==> src/rtl/control_unit.sv <==
// control_unit: multi-cycle sequencer producing the 20-bit datapath control word.
// Control word: {addr_a[19:16], addr_b[15:12], addr_d[11:8], fr_rw[7], sel_d[6], psr_rw[5], d[4], fu_op[3:0]}.
// Optional feature macro: CU_MEM_TIMEOUT_EN (bounded memory waits with sticky fault state).
module control_unit #(
  parameter logic [3:0] FU_INC   = 4'h8,
  parameter logic [3:0] FU_PASSA = 4'h0
`ifdef CU_MEM_TIMEOUT_EN
  , parameter int unsigned TIMEOUT = 16
`endif
) (
  input  logic        clk,
  input  logic        reset,
  input  logic [15:0] instruction,
  input  logic [4:0]  status,
  input  logic        mem_ready,
  output logic [19:0] ctrlword,
  output logic        mem_rd,
  output logic        mem_wr,
  output logic        halted,
  output logic        fault,
  output logic [2:0]  state_dbg
);

  localparam logic [3:0] REG_PC    = 4'd14;
  localparam logic [3:0] REG_IR    = 4'd15;
  localparam logic [3:0] OP_LOAD   = 4'hC;
  localparam logic [3:0] OP_STORE  = 4'hD;
  localparam logic [3:0] OP_BRANCH = 4'hE;
  localparam logic [3:0] OP_HALT   = 4'hF;

  typedef enum logic [2:0] {
    IDLE   = 3'd0,
    FETCH  = 3'd1,
    INCPC  = 3'd2,
    DECODE = 3'd3,
    EXEC   = 3'd4,
    HALT   = 3'd5,
    FAULT  = 3'd6
  } state_t;

  state_t state, next;

  logic [3:0] op, rd, rs1, rs2;
  logic [3:0] addr_a, addr_b, addr_d, fu_op;
  logic       fr_rw, sel_d, psr_rw, taken;
  logic       unused_status_d;

  assign op  = instruction[15:12];
  assign rd  = instruction[11:8];
  assign rs1 = instruction[7:4];
  assign rs2 = instruction[3:0];

  // The D flag takes no part in branch conditions
  assign unused_status_d = status[4];

  assign ctrlword  = {addr_a, addr_b, addr_d, fr_rw, sel_d, psr_rw, 1'b0, fu_op};
  assign state_dbg = state;

`ifdef CU_MEM_TIMEOUT_EN
  localparam int unsigned CNT_W = $clog2(TIMEOUT + 1);

  logic [CNT_W-1:0] wait_cnt;
  logic             in_wait;
  logic             timeout_hit;

  assign in_wait = (state == FETCH) ||
                   ((state == EXEC) && ((op == OP_LOAD) || (op == OP_STORE)));
  assign timeout_hit = in_wait && !mem_ready && (wait_cnt == CNT_W'(TIMEOUT - 1));
  assign fault = (state == FAULT);

  // Wait-cycle counter: cleared on every state change, counts stalled cycles
  always_ff @(posedge clk or negedge reset) begin
    if (!reset) begin
      wait_cnt <= '0;
    end else if (state != next) begin
      wait_cnt <= '0;
    end else if (in_wait && !mem_ready) begin
      wait_cnt <= wait_cnt + CNT_W'(1);
    end
  end
`else
  assign fault = 1'b0;
`endif

  // State register; asserting reset aborts any instruction in flight
  always_ff @(posedge clk or negedge reset) begin
    if (!reset) begin
      state <= IDLE;
    end else begin
      state <= next;
    end
  end

  // Branch condition decode from the rd/cond field
  always_comb begin
    taken = 1'b0;
    case (rd)
      4'd0:    taken = 1'b1;
      4'd1:    taken = status[0];
      4'd2:    taken = !status[0];
      4'd3:    taken = status[1];
      4'd4:    taken = status[2];
      4'd5:    taken = status[3];
      default: taken = 1'b0;
    endcase
  end

  // Next-state and control-word decode
  always_comb begin
    next   = state;
    addr_a = 4'd0;
    addr_b = 4'd0;
    addr_d = 4'd0;
    fu_op  = 4'd0;
    fr_rw  = 1'b0;
    sel_d  = 1'b0;
    psr_rw = 1'b0;
    mem_rd = 1'b0;
    mem_wr = 1'b0;
    halted = 1'b0;

    case (state)
      IDLE: next = FETCH;

      FETCH: begin
        addr_a = REG_PC;
        mem_rd = 1'b1;
        if (mem_ready) begin
          addr_d = REG_IR;
          fr_rw  = 1'b1;
          sel_d  = 1'b1;
          next   = INCPC;
        end
      end

      INCPC: begin
        addr_a = REG_PC;
        fu_op  = FU_INC;
        addr_d = REG_PC;
        fr_rw  = 1'b1;
        next   = DECODE;
      end

      DECODE: next = EXEC;

      EXEC: begin
        case (op)
          OP_LOAD: begin
            addr_a = rs1;
            mem_rd = 1'b1;
            if (mem_ready) begin
              addr_d = rd;
              fr_rw  = (rd != REG_IR);
              sel_d  = 1'b1;
              next   = FETCH;
            end
          end
          OP_STORE: begin
            addr_a = rs1;
            addr_b = rs2;
            mem_wr = 1'b1;
            if (mem_ready) begin
              next = FETCH;
            end
          end
          OP_BRANCH: begin
            if (taken) begin
              addr_a = rs1;
              fu_op  = FU_PASSA;
              addr_d = REG_PC;
              fr_rw  = 1'b1;
            end
            next = FETCH;
          end
          OP_HALT: next = HALT;
          default: begin
            // ALU: a write to IR is suppressed, flags still update
            addr_a = rs1;
            addr_b = rs2;
            addr_d = rd;
            fu_op  = op;
            fr_rw  = (rd != REG_IR);
            psr_rw = 1'b1;
            next   = FETCH;
          end
        endcase
      end

      HALT: halted = 1'b1;

      FAULT: next = FAULT;

      default: next = IDLE;
    endcase

`ifdef CU_MEM_TIMEOUT_EN
    if (timeout_hit) begin
      next = FAULT;
    end
`endif
  end

endmodule

==> config.mk <==
export PLATFORM = sky130hd
export DESIGN_NAME = control_unit
export DESIGN_NICKNAME = d
export VERILOG_FILES = /design/src/rtl/control_unit.sv
export SDC_FILE = /design/constraint.sdc
export NUM_CORES = 1
export LEC_CHECK = 0
export ABC_CLOCK_PERIOD_IN_PS = 3700
export CAP_MARGIN = 10
export CORE_AREA = 3 3 40 42
export DETAILED_ROUTE_END_ITERATION = 10
export DIE_AREA = 0 0 43 45
export DONT_BUFFER_PORTS = 1
export SLEW_MARGIN = 30
export SYNTH_ARGS = -nofsm -noshare
export SYNTH_HDL_FRONTEND = slang
export SYNTH_SLANG_ARGS = --single-unit
==> constraint.sdc <==
create_clock -name clk -period 3.7 [get_ports clk]
set_input_delay 0.74 -clock clk [delete_from_list [all_inputs] [get_ports clk]]
set_output_delay 0.74 -clock clk [all_outputs]
set_load 0.02 [all_outputs]
## Word level (Yosys, flattened, before mapping)

Index checks and enable logic that the tools add are counted.

- Flip-flop bits (word level): 3
- Bits of input ports: 24
- Output and inout port bits: 27
- Logic and storage cells: 60

- Equal/unequal tests: 18
- Multiplexer cells: 31
- Bitwise gates (word level): 1
- Reduce and logical (&&, ||, !) cells: 9

Operators with widths:

| cell | count |
|---|---|
| 2-to-1 mux 4 bit | 7 |
| one-hot mux 4 bit (2 select lines) | 3 |
| one-hot mux 4 bit (3 select lines) | 2 |
| one-hot mux 3 bit (7 select lines) | 1 |
| == test 4 bit (second input constant) | 4 |
| 2-to-1 mux 1 bit | 10 |
| == test 3 bit (second input constant) | 3 |
| == test 4 x 2 -> 1 bit (second input constant) | 2 |
| == test 4 x 3 -> 1 bit (second input constant) | 2 |
| == test 3 x 2 -> 1 bit (second input constant) | 2 |
| 2-to-1 mux 3 bit | 2 |
| one-hot mux 1 bit (3 select lines) | 2 |
| one-hot mux 1 bit (6 select lines) | 1 |
| one-hot mux 3 bit (2 select lines) | 1 |
| OR reduction 2 bit | 3 |
| == test 4 x 1 -> 1 bit (second input constant) | 1 |
| logical NOT 4 bit | 1 |
| inequality test 4 bit (second input constant) | 1 |
| one-hot mux 1 bit (2 select lines) | 2 |
| OR reduction 4 bit | 1 |
| == test 3 x 1 -> 1 bit (second input constant) | 1 |
| logical NOT 3 bit | 1 |
| inequality test 3 bit (second input constant) | 1 |
| AND reduction 3 bit | 1 |
| 4 further kinds | 4 |

## Logic depth before layout (Yosys ltp)

Gate-level depths: netlist (run 1).

- Word-level depth: 5
- Depth in mapped cells: 6

## Worst setup path before layout (run 1)

OpenSTA, ideal clock, no wires.

- Kind: input-to-output
- Start point: in instruction[13]
- End point: out ctrlword[6]
- Arrival: 1.991 ns
- Required time: 2.960 ns
- Slack: 0.969 ns
- Stages on the path: 5
- Cell sequence: buf_2 or4_1 a21oi_2 and2_1 buf_4

- Word-level cells in the longest chain between the ends: 3

Ends and longest elaborated chain:

| what | line | text |
|---|---|---|
| start: declaration | 13 | `input logic [15:0] instruction,` |
| == test 4 bit | 147 | `case (op)` |
| 2-to-1 mux 1 bit | 147 |  |
| one-hot mux 1 bit (2 select lines) | 122 | `case (state)` |
| end: declaration | 16 | `output logic [19:0] ctrlword,` |

No other way between the ends.

## Final worst setup path (run 1)

- Start point: reg state[0] (netlist: state_dbg[0])
- End point: out ctrlword[6]

- Word-level cells in the longest chain between the ends: 2
- Elaborated cells between the ends (all ways): 3

Ends and longest elaborated chain:

| what | line | text |
|---|---|---|
| start: declaration | 41 | `state_t state, next;` |
| start signal: assignment | 90 | `state <= next;` |
| == test 3 bit / == test 3 x 1 -> 1 bit (equally long branches) | 122 |  |
| one-hot mux 1 bit (2 select lines) * | 122 |  |

Every way passes the cells marked *; elsewhere a longest branch is shown, timed or not.

==> metrics.txt, run 1 <==
max reg flops=3; met2 Usage GRT=0.2335; Setup-failing EPs final=0; area grow syn2layout=1.050%; Final Slew Violations=0; final WL=1.538 mm; count leader, synth=inv_1; Req. time, crit path=2960 ps; share of layout cells above drive strength 1=0.09195; GPL Wtd Cong=0.7128; worst hold path class=input pin to async pin; largest net degree at the start of global routing=18; initial antenna violation count=0; Worst slew margin=0.5567; row count=13; Routed Antenna Nets=0; PwrDens=809.2 nW/µm²; total number of vias=631; first-pass GRT wire length=2.470 mm; Setup CP Type=flop to primary output; Clock Skew=0.8057 ps; Lkg Pwr=0.2571 nW; fmax=0.3411 GHz; Detailed Route Iter0 Violations=23; vias in the first global route=555; Avg Inst Size Synth=6.692 µm²; routing usage on met1=0.2332; filler instances=139; Starting Density=0.4635; Synth warnings=0; CTS Root Buffer Type=clkbuf_4; Slew @ Worst Pin=658.0 ps; fin nets=112; # clock sinks=3; RSZ-0062 raised after global routing=no; setup TNS=0 ps; maxcap violations=0; I/O Pins=51; drt first pass iters=4; post-synthesis sequential area ratio=0.1261; cells after synthesis=89; clk buf depth=2; fraction of registers with async set or reset after synthesis=1.000; total CTS buffers=3; I/O Buffers=0; Vias/cell=6.186; CTS tree=done; netlist area before placement=595.6 µm²; hold buffer count at cts=0; Worst-path clk slew=40 ps; PostCTS Resize Cnt=0; crit-path max FO=16; H-tree Lvls=1; n_diodes=0; Final Cell Area=601.8 µm²; Die Ht=45 µm; Post-DP Area=575.6 µm²; Max VDD drop=0.3223 mV; fin crit period=2932 ps; Die Area=1935 µm²; most common library cells after synthesis=11 x inv_1, 6 x and2_1, 6 x nor2b_1, 6 x o221ai_1; Worst Setup End Kind=primary output; DP HPWL=1.193 mm; grt total ovfl=0; Core Region=1285 µm²; synth unique cells=33; Final Hold Fails=0; Post-CTS Setup Bufs=0; Overall Global Routing Usage=0.1622; CP startpoint kind=flop; worst skew pair latency=230 ps; EDFF count, synth=0; WL/cell=15.08 µm; multi-input logic area=432.9 µm²; period utilisation layout=0.7924; number of synthesized register bits=3; number of remaining DRC errors=0; top_reg_cell synth=dfrtp_1; Worst EP arrival=2190 ps; final hold slack=203.2 ps; Die W=43 µm; M3 GR Usage=0.01992; register area=75.07 µm²; Synth top area share=0.1261; outcome=finished clean; top cells by area, synth=dfrtp_1 13%, o221ai_1 8.8%, inv_1 6.9%; most used routing layer=met2; top cell type by total area after synthesis=dfrtp_1
[routing by layer]
layer  vias to the layer above  part of all wire
met4                         0                 0
li1                        315                 -
met1                       280              0.43
met2                        36              0.48
met3                         0             0.098
met5                         -                 0
[metrics by stage]
step             util  worst slack (ps)  total power, W  std cells
2_1_floorplan       -             968.8       0.0004107         90
3_3_place_gp   0.4479              1014       0.0004259         98
3_5_place_dp   0.4479              1003       0.0004306         98
4_1_cts        0.4684             745.6       0.0004922        102
5_1_grt        0.4684             620.8       0.0005330        102
6_report       0.4684             768.1       0.0004870        102
[power breakdown]
group / switching [W] / internal (W)
logic: 0.000220 / 0.0000913
clock network: 0.0000170 / 0.0000404
registers: 0.0000720 / 0.0000465
total: 0.000309 / 0.000178
[path summary, 6_finish.rpt]
kind,start,to,slack [ps],cells past startpoint
setup / recovery,state_dbg[0],ctrlword[6],770,4
setup reg to reg,state_dbg[0],state_dbg[0],2370,2
hold / removal,reset,state_dbg[2],200,0
min in group clk,mem_ready,state_dbg[0],760,2
max in group asynchronous,reset,state_dbg[0],3430,0
hold reg to reg,state_dbg[1],state_dbg[2],860,2
[cell families (layout without fill, tap and decap cells)]
logic type             after synthesis  in the layout  synth area share
and+or+nand+nor                     37             37            0.3740
AOI/OAI and AO/OA                   28             28            0.3235
buffers and inverters               19             16            0.1534
DFF                                  3              3            0.1260
other                                1              2          0.006296
muxes                                1              1           0.01681
[placed cells by master, fill, tap and decap left out, types with 2 or more instances in the layout]
master	instances
nand2_1	2
conb_1	2
inv_1	11
a31oi_1	4
nor3_1	2
and3_1	2
o221ai_1	6
dfrtp_1	3
o211ai_1	2
nor2b_1	6
nand3_1	3
and2_1	6
o21ai_0	4
nand2b_1	5
nor2_1	5
a21oi_1	5
clkbuf_4	3
[worst max-delay path, stage by stage, from the launching register on]
cell	delay, ps
dfrtp_1	600
nand2b_1	250
or4_1	510
a21oi_2	310
and2_1	290
[layout make-up]
cell class	count	share of cell area
repair buffers	1	0.01247
clock buffers	4	0.04366
inverters	11	0.06861
flip-flops and latches	3	0.1247
multi-input cells	68	0.7193
well taps	15	0.03119
Power figures use the tool's default switching activity.
==> run 2: changes to the inputs <==
--- a/config.mk
+++ b/config.mk
@@ -5,7 +5,7 @@
 export SDC_FILE = /design/constraint.sdc
 export NUM_CORES = 1
 export LEC_CHECK = 0
-export ABC_CLOCK_PERIOD_IN_PS = 3700
+export ABC_CLOCK_PERIOD_IN_PS = 2400
 export CAP_MARGIN = 10
 export CORE_AREA = 3 3 40 42
 export DETAILED_ROUTE_END_ITERATION = 10
==> constraint.sdc (replaced) <==
create_clock -name clk -period 2.4 [get_ports clk]
set_input_delay 0.48 -clock clk [delete_from_list [all_inputs] [get_ports clk]]
set_output_delay 0.48 -clock clk [all_outputs]
set_load 0.02 [all_outputs]
==> run 2 against run 1 <==
Net effect:
- non-clock buffer count rose by 15
- register-to-register slack got worse by 1200 ps
- via count rose by 11%
- die area did not move
- clock skew rose by 5.2 ps
- first-iteration DRC count fell by 43%
- final area rose by 21%
- worst hold slack improved by 300 ps
- sequential cell count did not move
- largest cell class unchanged
- wire length rose by 10%
==> metrics.txt, run 2 (synthesis gave the netlist of run 1 again) <==
outcome=finished clean; I/O Buffers=0; fmax=0.4406 GHz; multi-input logic area=441.7 µm²; Final Hold Fails=0; Final Non-Filler Cells=117; clk buf depth=2; Worst EP arrival=1790 ps; Worst Setup End Kind=primary output; fin nets=127; Post-CTS Setup Bufs=0; grt total ovfl=0; Final Slew Violations=0; worst r2r dst=state_dbg[0]; worst skew pair latency=230 ps; CP cell instances=nand2b_1 -> or4_1 -> a21oi_2 -> and2_1; Clock Skew=6.031 ps; placed cell count=112; CTS tree=done; vias in the first global route=627; Die W=43 µm; Starting Density=0.4635; total CTS buffers=3; Routed Antenna Nets=0; worst setup path startpoint=state_dbg[0]; Req. time, crit path=1920 ps; max reg flops=3; first-pass GRT wire length=2.663 mm; GPL Wtd Cong=0.7509; R2R setup slack=1130 ps; worst r2r src=state_dbg[0]; maxcap violations=0; row count=13; Max VDD drop=0.5306 mV; n_diodes=0; area grow syn2layout=22.27%; Setup-failing EPs final=0; fin crit period=2270 ps; CP max-delay cell=or4_1; crit-path max cell delay=510 ps; initial antenna violation count=0; Die Area=1935 µm²; Overall Global Routing Usage=0.1782; Setup CP Type=flop to primary output; most common cell after layout, fill and taps aside=buf_4; CTS Root Buffer Type=clkbuf_4; H-tree Lvls=1; RSZ-0062 raised after global routing=no; Lkg Pwr=0.3328 nW; Worst-path clk slew=40 ps; drt first pass iters=4; largest net degree at the start of global routing=14; R2R depth=3; CP startpoint kind=flop; number of remaining DRC errors=0; period utilisation layout=0.9458; final WL=1.695 mm; setup TNS=0 ps; PwrDens=1300 nW/µm²; # clock sinks=3; Vias/cell=5.974; share of layout cells above drive strength 1=0.2451; worst hold path class=input pin to async pin; I/O Pins=51; register area=77.57 µm²; DP HPWL=1.364 mm; total number of vias=699; Core Region=1285 µm²; Die Ht=45 µm; WL/cell=14.49 µm; Detailed Route Iter0 Violations=13; crit-path max FO=10; most frequent cells in the layout=15 x buf_4, 11 x inv_1, 6 x and2_1, 6 x o221ai_1; filler instances=138
[run 2: cell count changes in the layout (fill, tap and decap cells not counted), sizes merged]
cell / previous run / this run
buf: 1 / 15
dlygate4sd3: 0 / 1
[run 2: cell type report]
| type | instances | share of cell area |
|---|---|---|
| Inverter | 11 | 0.05670 |
| Sequential cell | 3 | 0.1065 |
| Clock buffer | 4 | 0.03608 |
| Timing Repair Buffer | 16 | 0.1684 |
| Multi-Input combinational cell | 68 | 0.6065 |
| Tap cell | 15 | 0.02577 |
[run 2: repair_timing]
item	CTS	global route
gates resized for setup	0	4
hold endpoints to repair	3	0
endpoints found under the setup margin	0	12
hold buffers	1	0
[run 2: worst max-delay path: cells and delay by family, from the launching register on]
kind	cells	cell delay (ps)
compound gates	1	170
flops	1	470
simple gates	3	920
[run 2: per-layer routing]
metal	part of all wire	vias to the layer above	track usage
met3	0.087	0	0.03187
met5	0	-	0
li1	-	340	-
met1	0.42	328	0.2337
met2	0.49	31	0.2904
met4	0	0	0.07229
[run 2: power by group]
| part | leakage [nW] | switching [W] | internal [W] | total (W) |
|---|---|---|---|---|
| sequential | 0.0345 | 0.0000726 | 0.0000763 | 0.000149 |
| clock | 0.0150 | 0.0000275 | 0.0000624 | 0.0000900 |
| combinational | 0.283 | 0.000417 | 0.000291 | 0.000708 |
| total | 0.333 | 0.000517 | 0.000430 | 0.000947 |
[run 2: stage by stage]
| step | hold slack [ps] | area (µm²) | setup WS (ps) | utilization | total power, W |
|---|---|---|---|---|---|
| 2_1_floorplan | 184.4 | 599.3 | 188.8 | - | 0.0006331 |
| 3_3_place_gp | 184.5 | 680.7 | 329.4 | 0.5297 | 0.0008260 |
| 3_5_place_dp | 184.5 | 680.7 | 332.7 | 0.5297 | 0.0008377 |
| 4_1_cts | 501.6 | 716.9 | 61.78 | 0.5579 | 0.0009347 |
| 5_1_grt | 498.7 | 728.2 | 39.57 | 0.5667 | 0.001022 |
| 6_report | 502.8 | 728.2 | 130.2 | 0.5667 | 0.0009470 |
[run 2: worst max-delay path by stage]
| stage | slack (ps) | cells past startpoint | end |
|---|---|---|---|
| after global placement | 330 | 4 | ctrlword[7] |
| after global routing | 40 | 4 | ctrlword[6] |
| after CTS | 60 | 4 | ctrlword[7] |
| after detailed placement | 330 | 4 | ctrlword[7] |
| final | 130 | 4 | ctrlword[6] |
| after floorplan | 190 | 5 | ctrlword[6] |
